### config.mk
export PLATFORM = sky130hd
export DESIGN_NAME = rob_flat
export DESIGN_NICKNAME = d
export VERILOG_FILES = /design/src/rtl/rob_pkg.sv /design/src/rtl/rob_if.sv /design/src/rtl/rob_query.sv /design/src/rtl/rob.sv /design/src/flat_wrapper.sv
export SDC_FILE = /design/constraint.sdc
export NUM_CORES = 1
export LEC_CHECK = 0
export BUFFER_PORTS_ARGS = -buffer_cell sky130_fd_sc_hd__buf_4
export CAP_MARGIN = 5
export CORE_ASPECT_RATIO = 1.2
export CORE_MARGIN = 3
export CORE_UTILIZATION = 45
export DETAILED_ROUTE_END_ITERATION = 10
export HOLD_SLACK_MARGIN = 0.12
export PLACE_DENSITY_LB_ADDON = 0.15
export SYNTH_ARGS = -nofsm -noshare
export SYNTH_HDL_FRONTEND = slang
export SYNTH_SLANG_ARGS = --single-unit
export TNS_END_PERCENT = 30
### constraint.sdc
create_clock -name clk_in -period 7 [get_ports clk_in]
set_input_delay 0.35 -clock clk_in [delete_from_list [all_inputs] [get_ports clk_in]]
set_output_delay 0.35 -clock clk_in [all_outputs]
set_load 0.005 [all_outputs]
### src/rtl/rob_pkg.sv
// Shared constants and instruction-kind encodings for the reorder buffer.
// Default entry-count exponent lives here so every file agrees on it.
package rob_pkg;

  localparam int ROB_BIT_DEF  = 3;
  localparam int ROB_SIZE_DEF = 2 ** ROB_BIT_DEF;
  localparam int DATA_W       = 32;
  localparam int REG_W        = 5;

  typedef enum logic [1:0] {
    TYPE_ALU    = 2'b00,
    TYPE_BRANCH = 2'b01,
    TYPE_LOAD   = 2'b10,
    TYPE_STORE  = 2'b11
  } rob_type_e;

endpackage

### src/rtl/rob_if.sv
// Reorder-buffer bus: issue, result broadcasts, operand queries, retire and flush.
// master = decoder/execution side, slave = the ROB itself.
interface rob_if
  import rob_pkg::*;
#(
  parameter int ROB_BIT = ROB_BIT_DEF
);

  logic               issue_valid;
  logic [REG_W-1:0]   issue_rd;
  logic [1:0]         issue_type;
  logic               issue_pred_taken;
  logic [DATA_W-1:0]  issue_alt_pc;
  logic [ROB_BIT-1:0] issue_entry;
  logic               full;

  logic               alu_ready;
  logic [ROB_BIT-1:0] alu_rob_entry;
  logic [DATA_W-1:0]  alu_value;
  logic               lsb_ready;
  logic [ROB_BIT-1:0] lsb_rob_entry;
  logic [DATA_W-1:0]  lsb_value;

  logic [ROB_BIT-1:0] q1_entry;
  logic [ROB_BIT-1:0] q2_entry;
  logic               q1_ready;
  logic               q2_ready;
  logic [DATA_W-1:0]  q1_value;
  logic [DATA_W-1:0]  q2_value;

  logic               commit_valid;
  logic [REG_W-1:0]   commit_rd;
  logic [DATA_W-1:0]  commit_value;
  logic [ROB_BIT-1:0] commit_entry;
  logic               commit_store;
  logic               clear_up;
  logic [DATA_W-1:0]  redirect_pc;

  modport master (
    output issue_valid, issue_rd, issue_type, issue_pred_taken, issue_alt_pc,
    input  issue_entry, full,
    output alu_ready, alu_rob_entry, alu_value,
    output lsb_ready, lsb_rob_entry, lsb_value,
    output q1_entry, q2_entry,
    input  q1_ready, q2_ready, q1_value, q2_value,
    input  commit_valid, commit_rd, commit_value, commit_entry, commit_store,
    input  clear_up, redirect_pc
  );

  modport slave (
    input  issue_valid, issue_rd, issue_type, issue_pred_taken, issue_alt_pc,
    output issue_entry, full,
    input  alu_ready, alu_rob_entry, alu_value,
    input  lsb_ready, lsb_rob_entry, lsb_value,
    input  q1_entry, q2_entry,
    output q1_ready, q2_ready, q1_value, q2_value,
    output commit_valid, commit_rd, commit_value, commit_entry, commit_store,
    output clear_up, redirect_pc
  );

endinterface

### src/rtl/rob_query.sv
// Combinational operand lookup into the ROB entry array.
// With ROB_CDB_BYPASS_EN defined, a same-cycle broadcast is forwarded (lsb over alu).
module rob_query
  import rob_pkg::*;
#(
  parameter int ROB_BIT = ROB_BIT_DEF
) (
  input  logic                                   rdy_in,
  input  logic [(1<<ROB_BIT)-1:0]                busy,
  input  logic [(1<<ROB_BIT)-1:0]                ready,
  input  logic [(1<<ROB_BIT)-1:0][DATA_W-1:0]    value,
  input  logic                                   alu_ready,
  input  logic [ROB_BIT-1:0]                     alu_rob_entry,
  input  logic [DATA_W-1:0]                      alu_value,
  input  logic                                   lsb_ready,
  input  logic [ROB_BIT-1:0]                     lsb_rob_entry,
  input  logic [DATA_W-1:0]                      lsb_value,
  input  logic [ROB_BIT-1:0]                     q_entry,
  output logic                                   q_ready,
  output logic [DATA_W-1:0]                      q_value
);

  always_comb begin
    q_ready = !busy[q_entry] || ready[q_entry];
    q_value = value[q_entry];
`ifdef ROB_CDB_BYPASS_EN
    // Forward only what the entry array would actually capture at the next edge.
    if (rdy_in && busy[q_entry]) begin
      if (lsb_ready && (lsb_rob_entry == q_entry)) begin
        q_ready = 1'b1;
        q_value = lsb_value;
      end else if (alu_ready && (alu_rob_entry == q_entry)) begin
        q_ready = 1'b1;
        q_value = alu_value;
      end
    end
`endif
  end

`ifndef ROB_CDB_BYPASS_EN
  logic unused_bcast;
  assign unused_bcast = ^{rdy_in, alu_ready, alu_rob_entry, alu_value,
                          lsb_ready, lsb_rob_entry, lsb_value};
`endif

endmodule

### src/rtl/rob.sv
// Reorder buffer: in-order retire of out-of-order results, branch-mispredict flush.
// Optional macro ROB_CDB_BYPASS_EN forwards same-cycle broadcasts to operand queries.
module rob
  import rob_pkg::*;
#(
  parameter int ROB_BIT = ROB_BIT_DEF
) (
  input  logic  clk_in,
  input  logic  rst_in,
  input  logic  rdy_in,
  rob_if.slave  bus
);

  localparam int ROB_SIZE = 2 ** ROB_BIT;
  localparam logic [ROB_BIT:0] FULL_CNT = {1'b1, {ROB_BIT{1'b0}}};

  logic [ROB_BIT-1:0]                    head_q, head_d, tail_q, tail_d;
  logic [ROB_BIT:0]                      count_q, count_d;
  logic [ROB_SIZE-1:0]                   busy_q, busy_d, ready_q, ready_d;
  logic [ROB_SIZE-1:0]                   pred_q, pred_d;
  logic [ROB_SIZE-1:0][REG_W-1:0]        rd_q, rd_d;
  logic [ROB_SIZE-1:0][1:0]              type_q, type_d;
  logic [ROB_SIZE-1:0][DATA_W-1:0]       alt_pc_q, alt_pc_d, value_q, value_d;

  logic                                  commit_valid_q, commit_valid_d;
  logic [REG_W-1:0]                      commit_rd_q, commit_rd_d;
  logic [DATA_W-1:0]                     commit_value_q, commit_value_d;
  logic [ROB_BIT-1:0]                    commit_entry_q, commit_entry_d;
  logic                                  commit_store_q, commit_store_d;
  logic                                  clear_up_q, clear_up_d;
  logic [DATA_W-1:0]                     redirect_pc_q, redirect_pc_d;

  logic full, issue_fire, commit_fire, mispredict;

  always_comb begin
    full        = (count_q == FULL_CNT);
    // Full is judged on the pre-commit count, so a slot freed this cycle is not reusable yet.
    issue_fire  = bus.issue_valid && !full && rdy_in && !clear_up_q;
    commit_fire = rdy_in && busy_q[head_q] && ready_q[head_q];
    mispredict  = commit_fire && (type_q[head_q] == TYPE_BRANCH) &&
                  (value_q[head_q][0] != pred_q[head_q]);

    head_d         = head_q;
    tail_d         = tail_q;
    count_d        = count_q;
    busy_d         = busy_q;
    ready_d        = ready_q;
    pred_d         = pred_q;
    rd_d           = rd_q;
    type_d         = type_q;
    alt_pc_d       = alt_pc_q;
    value_d        = value_q;
    commit_valid_d = 1'b0;
    commit_rd_d    = commit_rd_q;
    commit_value_d = commit_value_q;
    commit_entry_d = commit_entry_q;
    commit_store_d = commit_store_q;
    clear_up_d     = 1'b0;
    redirect_pc_d  = redirect_pc_q;

    if (rdy_in) begin
      if (bus.alu_ready && busy_q[bus.alu_rob_entry]) begin
        ready_d[bus.alu_rob_entry] = 1'b1;
        value_d[bus.alu_rob_entry] = bus.alu_value;
      end
      // Applied second so a same-entry lsb result overrides the alu one.
      if (bus.lsb_ready && busy_q[bus.lsb_rob_entry]) begin
        ready_d[bus.lsb_rob_entry] = 1'b1;
        value_d[bus.lsb_rob_entry] = bus.lsb_value;
      end

      if (issue_fire) begin
        busy_d[tail_q]   = 1'b1;
        ready_d[tail_q]  = 1'b0;
        rd_d[tail_q]     = bus.issue_rd;
        type_d[tail_q]   = bus.issue_type;
        pred_d[tail_q]   = bus.issue_pred_taken;
        alt_pc_d[tail_q] = bus.issue_alt_pc;
        tail_d           = tail_q + 1'b1;
      end

      if (commit_fire) begin
        busy_d[head_q] = 1'b0;
        head_d         = head_q + 1'b1;
        commit_valid_d = 1'b1;
        commit_rd_d    = rd_q[head_q];
        commit_value_d = value_q[head_q];
        commit_entry_d = head_q;
        commit_store_d = (type_q[head_q] == TYPE_STORE);
      end

      case ({issue_fire, commit_fire})
        2'b10:   count_d = count_q + 1'b1;
        2'b01:   count_d = count_q - 1'b1;
        default: count_d = count_q;
      endcase

      // A mispredicted branch squashes everything younger, including a same-cycle issue.
      if (mispredict) begin
        commit_rd_d   = '0;
        clear_up_d    = 1'b1;
        redirect_pc_d = alt_pc_q[head_q];
        busy_d        = '0;
        head_d        = '0;
        tail_d        = '0;
        count_d       = '0;
      end
    end
  end

  always_ff @(posedge clk_in) begin
    if (rst_in) begin
      head_q         <= '0;
      tail_q         <= '0;
      count_q        <= '0;
      busy_q         <= '0;
      ready_q        <= '0;
      commit_valid_q <= 1'b0;
      commit_rd_q    <= '0;
      commit_value_q <= '0;
      commit_entry_q <= '0;
      commit_store_q <= 1'b0;
      clear_up_q     <= 1'b0;
      redirect_pc_q  <= '0;
    end else begin
      head_q         <= head_d;
      tail_q         <= tail_d;
      count_q        <= count_d;
      busy_q         <= busy_d;
      ready_q        <= ready_d;
      commit_valid_q <= commit_valid_d;
      commit_rd_q    <= commit_rd_d;
      commit_value_q <= commit_value_d;
      commit_entry_q <= commit_entry_d;
      commit_store_q <= commit_store_d;
      clear_up_q     <= clear_up_d;
      redirect_pc_q  <= redirect_pc_d;
    end
  end

  // Entry payload is only meaningful while busy, so it carries no reset.
  always_ff @(posedge clk_in) begin
    pred_q   <= pred_d;
    rd_q     <= rd_d;
    type_q   <= type_d;
    alt_pc_q <= alt_pc_d;
    value_q  <= value_d;
  end

  logic              q1_ready, q2_ready;
  logic [DATA_W-1:0] q1_value, q2_value;

  rob_query #(.ROB_BIT(ROB_BIT)) u_query1 (
    .rdy_in        (rdy_in),
    .busy          (busy_q),
    .ready         (ready_q),
    .value         (value_q),
    .alu_ready     (bus.alu_ready),
    .alu_rob_entry (bus.alu_rob_entry),
    .alu_value     (bus.alu_value),
    .lsb_ready     (bus.lsb_ready),
    .lsb_rob_entry (bus.lsb_rob_entry),
    .lsb_value     (bus.lsb_value),
    .q_entry       (bus.q1_entry),
    .q_ready       (q1_ready),
    .q_value       (q1_value)
  );

  rob_query #(.ROB_BIT(ROB_BIT)) u_query2 (
    .rdy_in        (rdy_in),
    .busy          (busy_q),
    .ready         (ready_q),
    .value         (value_q),
    .alu_ready     (bus.alu_ready),
    .alu_rob_entry (bus.alu_rob_entry),
    .alu_value     (bus.alu_value),
    .lsb_ready     (bus.lsb_ready),
    .lsb_rob_entry (bus.lsb_rob_entry),
    .lsb_value     (bus.lsb_value),
    .q_entry       (bus.q2_entry),
    .q_ready       (q2_ready),
    .q_value       (q2_value)
  );

  assign bus.issue_entry  = tail_q;
  assign bus.full         = full;
  assign bus.q1_ready     = q1_ready;
  assign bus.q2_ready     = q2_ready;
  assign bus.q1_value     = q1_value;
  assign bus.q2_value     = q2_value;
  assign bus.commit_valid = commit_valid_q;
  assign bus.commit_rd    = commit_rd_q;
  assign bus.commit_value = commit_value_q;
  assign bus.commit_entry = commit_entry_q;
  assign bus.commit_store = commit_store_q;
  assign bus.clear_up     = clear_up_q;
  assign bus.redirect_pc  = redirect_pc_q;

endmodule

### src/flat_wrapper.sv
// flat-port wrapper written by rule: the top's interface ports become plain ports
module rob_flat import rob_pkg::*;
#(
  parameter int ROB_BIT = ROB_BIT_DEF
)
  (clk_in, rst_in, rdy_in, bus_issue_valid, bus_issue_rd, bus_issue_type, bus_issue_pred_taken, bus_issue_alt_pc, bus_issue_entry, bus_full, bus_alu_ready, bus_alu_rob_entry, bus_alu_value, bus_lsb_ready, bus_lsb_rob_entry, bus_lsb_value, bus_q1_entry, bus_q2_entry, bus_q1_ready, bus_q2_ready, bus_q1_value, bus_q2_value, bus_commit_valid, bus_commit_rd, bus_commit_value, bus_commit_entry, bus_commit_store, bus_clear_up, bus_redirect_pc);
  rob_if #(.ROB_BIT(ROB_BIT)) bus_i ();
  input  logic clk_in;
  input  logic rst_in;
  input  logic rdy_in;
  input wire logic [$bits(bus_i.issue_valid)-1:0] bus_issue_valid;
  input wire logic [$bits(bus_i.issue_rd)-1:0] bus_issue_rd;
  input wire logic [$bits(bus_i.issue_type)-1:0] bus_issue_type;
  input wire logic [$bits(bus_i.issue_pred_taken)-1:0] bus_issue_pred_taken;
  input wire logic [$bits(bus_i.issue_alt_pc)-1:0] bus_issue_alt_pc;
  output wire logic [$bits(bus_i.issue_entry)-1:0] bus_issue_entry;
  output wire logic [$bits(bus_i.full)-1:0] bus_full;
  input wire logic [$bits(bus_i.alu_ready)-1:0] bus_alu_ready;
  input wire logic [$bits(bus_i.alu_rob_entry)-1:0] bus_alu_rob_entry;
  input wire logic [$bits(bus_i.alu_value)-1:0] bus_alu_value;
  input wire logic [$bits(bus_i.lsb_ready)-1:0] bus_lsb_ready;
  input wire logic [$bits(bus_i.lsb_rob_entry)-1:0] bus_lsb_rob_entry;
  input wire logic [$bits(bus_i.lsb_value)-1:0] bus_lsb_value;
  input wire logic [$bits(bus_i.q1_entry)-1:0] bus_q1_entry;
  input wire logic [$bits(bus_i.q2_entry)-1:0] bus_q2_entry;
  output wire logic [$bits(bus_i.q1_ready)-1:0] bus_q1_ready;
  output wire logic [$bits(bus_i.q2_ready)-1:0] bus_q2_ready;
  output wire logic [$bits(bus_i.q1_value)-1:0] bus_q1_value;
  output wire logic [$bits(bus_i.q2_value)-1:0] bus_q2_value;
  output wire logic [$bits(bus_i.commit_valid)-1:0] bus_commit_valid;
  output wire logic [$bits(bus_i.commit_rd)-1:0] bus_commit_rd;
  output wire logic [$bits(bus_i.commit_value)-1:0] bus_commit_value;
  output wire logic [$bits(bus_i.commit_entry)-1:0] bus_commit_entry;
  output wire logic [$bits(bus_i.commit_store)-1:0] bus_commit_store;
  output wire logic [$bits(bus_i.clear_up)-1:0] bus_clear_up;
  output wire logic [$bits(bus_i.redirect_pc)-1:0] bus_redirect_pc;
  assign bus_i.issue_valid = bus_issue_valid;
  assign bus_i.issue_rd = bus_issue_rd;
  assign bus_i.issue_type = bus_issue_type;
  assign bus_i.issue_pred_taken = bus_issue_pred_taken;
  assign bus_i.issue_alt_pc = bus_issue_alt_pc;
  assign bus_issue_entry = bus_i.issue_entry;
  assign bus_full = bus_i.full;
  assign bus_i.alu_ready = bus_alu_ready;
  assign bus_i.alu_rob_entry = bus_alu_rob_entry;
  assign bus_i.alu_value = bus_alu_value;
  assign bus_i.lsb_ready = bus_lsb_ready;
  assign bus_i.lsb_rob_entry = bus_lsb_rob_entry;
  assign bus_i.lsb_value = bus_lsb_value;
  assign bus_i.q1_entry = bus_q1_entry;
  assign bus_i.q2_entry = bus_q2_entry;
  assign bus_q1_ready = bus_i.q1_ready;
  assign bus_q2_ready = bus_i.q2_ready;
  assign bus_q1_value = bus_i.q1_value;
  assign bus_q2_value = bus_i.q2_value;
  assign bus_commit_valid = bus_i.commit_valid;
  assign bus_commit_rd = bus_i.commit_rd;
  assign bus_commit_value = bus_i.commit_value;
  assign bus_commit_entry = bus_i.commit_entry;
  assign bus_commit_store = bus_i.commit_store;
  assign bus_clear_up = bus_i.clear_up;
  assign bus_redirect_pc = bus_i.redirect_pc;
  rob #(.ROB_BIT(ROB_BIT)) u_core (.clk_in(clk_in), .rst_in(rst_in), .rdy_in(rdy_in), .bus(bus_i));
endmodule
# [Word-level counts from Yosys, hierarchy flattened]
# Index checks and enable logic that the tools add are counted.
# Widths: inputs -> output; s select.
[op_classes] n_mux=76 bitwise_logic=8 eq_ne=6 add_sub_neg=4 reduce_logical=29 magnitude_cmp=10
[ops] op="$bwmux 256" count=3
[ops] op="$mux 256" count=3
[ops] op="$bmux 32 s3" count=4
[ops] op="$demux 32 s3" count=3
[ops] op="$mux 32" count=7
[ops] op="$mux 8" count=9
[ops] op="$bwmux 40" count=1
[ops] op="$bmux 1 s3" count=9
[ops] op="$lt 3x4->1 const B" count=6
[ops] op="$or 8x8->8" count=3
[ops] op="$mux 5" count=4
[ops] op="$and 8x8->8" count=2
[ops] op="$bwmux 16" count=1
[ops] op="$not 8->8" count=2
[ops] op="$bmux 5 s3" count=1
[ops] op="$demux 5 s3" count=1
[ops] op="$mux 1" count=15
[ops] op="$logic_and 1x1->1" count=13
[ops] op="$demux 1 s3" count=4
[ops] op="$ge 3x1->1 const B" count=4
[ops] op="$mux 3" count=4
[ops] op="$reduce_and 2->1" count=6
[ops] op="$bwmux 8" count=1
[ops] op="$pmux 4 s2" count=1
[ops] op="17 further kinds" count=26
[word_totals] reg_bits=677 out_inout_bits=145 input_bits=122

# [Longest topological paths before layout]
[depth] word_depth=12 ltp_mapped=15 ltp_nobuf=11

# [By module]
# A second synthesis with hierarchy kept.
[unflattened] hier_cells=2613 area_unflattened_um2=35146.2
[modules_own_cells] module="rob" n_inst=1 cells_per_inst=2217 area_each_um2=30992.2
[modules_own_cells] module="rob_query" n_inst=2 cells_per_inst=198 area_each_um2=2077.0

# [Least setup slack after synthesis]
# No wires, ideal clock.
[synth_path] path_type="register to register" start="register u_core.count_q[1]" end="register u_core.busy_q[0]" slack_ns=1.637 t_arrival_ns=5.284 setup_time_ns=0.078 synth_period_minus_slack_ns=5.363 stages_incl_launch_ff=5 path_cell_list="dfxtp_1 > or4b_2 > nand2_1 > nor4_1 > o221a_1"
[synth_via] elab_chain_len=10
[synth_rtl] element="from (decl)" line_no="rob.sv:18" rtl="logic [ROB_BIT:0] count_q, count_d;"
[synth_rtl] element="from (signal assigned)" line_no="rob.sv:128" rtl="count_q <= count_d;"
[synth_rtl] element="$eq 4x4->1 *" line_no="rob.sv:36" rtl="full = (count_q == FULL_CNT);"
[synth_rtl] element="$logic_not 1->1 *" line_no="rob.sv:38" rtl="issue_fire = bus.issue_valid && !full && rdy_in && !clear_up_q;"
[synth_rtl] element="$logic_and 1x1->1 * (3 in a row)" line_no="rob.sv:38"
[synth_rtl] element="$mux 8 *" line_no="rob.sv:72" rtl="if (issue_fire) begin"
[synth_rtl] element="$mux 8 *" line_no="rob.sv:61" rtl="if (rdy_in) begin"
[synth_rtl] element="$and 8x8->8 (no line)"
[synth_rtl] element="$mux 8 *" line_no="rob.sv:82" rtl="if (commit_fire) begin"
[synth_rtl] element="$mux 8 *" line_no="rob.sv:99" rtl="if (mispredict) begin"
[synth_rtl] element="to (signal assigned)" line_no="rob.sv:129" rtl="busy_q <= busy_d;"
[synth_rtl] element="to (decl)" line_no="rob.sv:19" rtl="logic [ROB_SIZE-1:0] busy_q, busy_d, ready_q, ready_d;"
# Mark *: on every way between the ends. The rest lies on a longest branch, timed or not. The select of a mux whose other input is x is not followed.
# A chain may end at the register's enable or synchronous reset.

# [Final worst setup path]
[layout_path] start="register u_core.head_q[1]" end="register u_core.count_q[3]"
[layout_via] elab_chain_len=8 word_cells_on_any_way=22
[layout_rtl] element="from (decl)" line_no="rob.sv:17" rtl="logic [ROB_BIT-1:0] head_q, head_d, tail_q, tail_d;"
[layout_rtl] element="from (signal assigned)" line_no="rob.sv:113" rtl="head_q <= '0;"
[layout_rtl] element="from (signal assigned)" line_no="rob.sv:126" rtl="head_q <= head_d;"
[layout_rtl] element="branches (longest 8 deep; another with $pmux 4 s2)"
# Several ways; the timed one is not identified. The select of a mux whose other input is x is not followed.

==> qor.tcl <==
set qor(lkg_pwr_nw) 14.6
set qor(outcome) {completed}
set qor(worstPathBufferInverterCount) 2
set qor(die_width_um) 262
set qor(drt_drc_violations_left) 0
set qor(sw_frac_of_total) 0.235
set qor(grt_remaining_overflow) 0
set qor(final_layout_size_suffix_gt1_frac) 0.311
set qor(synth_top_cell_area_share) 0.488
set qor(period_minus_slack_ps) 4660
set qor(asyncSetResetFlopFracSynth) 0
set qor(h-tree-depth) 3
set qor(cts_setup_buffers) 0
set qor(cp-end-kind) {flip-flop}
set qor(area_inside_the_core_boundary_sq_mm) 0.0779
set qor(synth_area_sq_mm) 0.0354
set qor(rsz0062_at_grt) {no}
set qor(synth.ff_latch_count) 677
set qor(cts-hold-fix-buffers) 75
set qor(power_report.internal_total_mw) 7.23
set qor(critical_path.cell_chain) {buf_4 -> nand2b_1 -> o21a_1 -> nand4_4 -> inv_4 -> ha_1 -> ha_1 -> o21a_1 -> o22a_1 -> o211ai_1 -> xor2_1 -> nor2_1}
set qor(via_count) 23073
set qor(clkSinkCount) 677
set qor(crit_fanout) 49
set qor(syn_inst) 2506
set qor(critical-path-max-stage-delay_ps) 930
set qor(clock_latency_reported_for_the_late_side_of_the_worst_skew_pair_ps) 650
set qor(tritoncts) {done}
set qor(post_cts_resized) 0
set qor(worst_ep_arrival_time_ps) 5140
set qor(drt_pre_antenna_iters) 6
set qor(ir_drop_uv) 232
set qor(syn-num-nets) 2634
set qor(p_seq_frac) 0.486
set qor(critical_path.startpoint_type) {flip-flop}
set qor(chipHeight_um) 313
set qor(gp_congestion) 0.794
set qor(fin_skew_ps) 30.1
set qor(final.period_utilization) 0.666
set qor(yosysWarningCount) 0
set qor(post_drt_via_cell_ratio) 6.08
set qor(max_freq_ghz) 0.215
set qor(setup_viol) 0
set qor(report.final.slew_viol_count) 0
set qor(flow.area_growth_from_synthesis_pct) 16.5
set qor(slew_headroom) 0.229
set qor(first_global_vias) 23672
set qor(synthTopCellsByArea) {edfxtp_1, mux4_2, mux2i_1}
set qor(finalSetupTns_ps) 0
set qor(fp-row-count) 112
set qor(clock_tree.root_cell) {clkbuf_16}
set qor(worst-r2r-cell-count) 12
set qor(dieArea_sq_mm) 0.0822
set qor(pre_cts_ws_ps) 2390
set qor(power_switching_mw) 2.22
set qor(post-route-worst-setup-slack_ps) 2340
set qor(timing.hold.ws_ps) 159
set qor(most_frequent_cells_in_the_layout) {edfxtp_1, buf_4, nor2_1}
set qor(fin_total_pwr_mw) 9.45
set qor(p_clk_frac) 0.425
set qor(detailed_place_hpwl_um) 60200
set qor(part_of_the_yosys_area_used_for_sequential_elements) 0.545
set qor(placement.io_buffers) 266
set qor(number_of_stages_on_the_worst_hold_path) 3
set qor(drt-initial-drc-count) 2346
set qor(cp.required_ps) 7480
set qor(synth_cell_type_count) 56
set qor(critical-path-slowest-cell) {dfxtp_4}
set qor(cts_max_path_buffers) 3
set qor(min-delay-path-class) {in -> reg}
set qor(routed_wl_um) 105000
set qor(worst-setup-path-type) {reg -> reg}
set qor(most_common_cell_after_layout_fill_and_taps_aside) {edfxtp_1}
set qor(worst-path-stages) 12
set qor(combPwrFrac) 0.089
set qor(finish.utilization) 0.530
set qor(number_of_enable_type_register_cells_in_the_synthesized_netlist) 576
set qor(grt_start_max_net_pins) 167
set qor(cpLargestDelayFamily) {buffers and inverters}
set qor(synth_top_area_cell) {edfxtp_1}
set qor(syn-mean-instance-area_sq_um) 14.1
set qor(power-per-cell-area_mw_per_mm2) 229
set qor(clkTransAtPathRegs_ps) 60
set qor(pin_count) 267
set qor(finalNetCount) 2829
set qor(numCtsBuffers) 75
set qor(finalHoldViolations) 0
set qor(max_cap_viol_count) 0
set qor(start_util) 0.455
set qor(worst_slew_pin_slew_ps) 1150
set qor(antenna_found_initial) 11
set qor(wl_per_cell_um) 27.6
set qor(synth_ff_type) {edfxtp_1}
set qor(detail-route-antenna-nets) 0
set qor(first_pass_grt_wire_length_um) 156000
set qor(gr-usage-all-layers) 0.256
[area by class of cell]
type	count	area, sq um
diodes	7	17.5
fillers	6569	36700
clock buffers	103	2060
well taps	1026	1280
clock inverters	36	463
multi-input cells	1554	15000
inverters	6	25.0
flip-flops and latches	677	19300
repair buffers	387	3130
[power groups by stage]
stage	clock network [mW]	registers [mW]	logic, mW
floorplan	0	4.64	0.490
global placement	0	4.67	0.790
detailed placement	0	4.68	0.806
CTS	4.10	4.59	0.847
global route	4.26	4.61	0.902
finish	4.01	4.59	0.839
[cells in the mapped netlist (13+ instances only)]
library cell  instances
buf_2                44
clkbuf_2             28
nand2_1             133
nor3_1               13
nor2_1              310
a21oi_1             280
a211oi_2             16
a311oi_2             42
a31oi_1              33
mux2_2               69
dfxtp_1             101
edfxtp_1            576
mux2i_1             277
clkbuf_1            142
mux4_2              278
buf_6                14
buf_1                33
[sequential cells by signal, summed over array words and instances, names as in the netlist, 4 cells and up]
name / count
u_core.pred_q: 8
u_core.count_q: 4
u_core.type_q: 16
u_core.bus.redirect_pc: 32
u_core.alt_pc_q: 256
u_core.bus.commit_value: 32
u_core.value_q: 256
u_core.bus.commit_rd: 5
u_core.busy_q: 8
u_core.ready_q: 8
u_core.rd_q: 40
[worst register-to-register path: cells and delay by family (launching register included)]
| family | cells | cell delay, ps |
|---|---|---|
| xor+xnor | 1 | 180 |
| compound gates | 4 | 750 |
| flops | 1 | 930 |
| buf+inv | 2 | 1300 |
| simple gates | 3 | 690 |
| fa+ha+maj | 2 | 680 |
[stage by stage]
stage               instances  cell area (sq um)
floorplan                2506              35400
CTS                      3789              41200
global route             3792              41300
finish                   3796              41300
global placement         3575              38000
detailed placement       3575              38000
[kinds of logic (layout without fill, tap and decap cells)]
| family | after synthesis | after routing | share of synthesized area |
|---|---|---|---|
| and+or+nand+nor | 506 | 506 | 0.0589 |
| adders and majority gates | 6 | 6 | 0.00212 |
| AOI/OAI and AO/OA | 408 | 408 | 0.0779 |
| xor gates and xnor gates | 8 | 8 | 0.00219 |
| DFF | 677 | 677 | 0.545 |
| other | 0 | 7 | 0 |
| muxes | 626 | 626 | 0.278 |
| buffers and inverters | 275 | 532 | 0.0355 |
[path summary, 6_finish.rpt]
path / startpoint / end / slack [ps]
worst max-delay path: u_core.head_q[1] / u_core.count_q[3] / 2340
worst min-delay path: bus_alu_value[4] / u_core.value_q[132] / 160
worst max register to register: u_core.head_q[1] / u_core.count_q[3] / 2340
worst min register to register: u_core.bus.commit_rd[3] / u_core.bus.commit_rd[3] / 490
[metal layers]
metal | up-vias | global-route usage | share of wire
met5 | - | 0 | 0.00051
met4 | 8 | 0.0776 | 0.027
met3 | 183 | 0.0551 | 0.082
met2 | 942 | 0.431 | 0.50
met1 | 11729 | 0.332 | 0.39
li1 | 10211 | - | -
(Power assumes the default switching activity.)
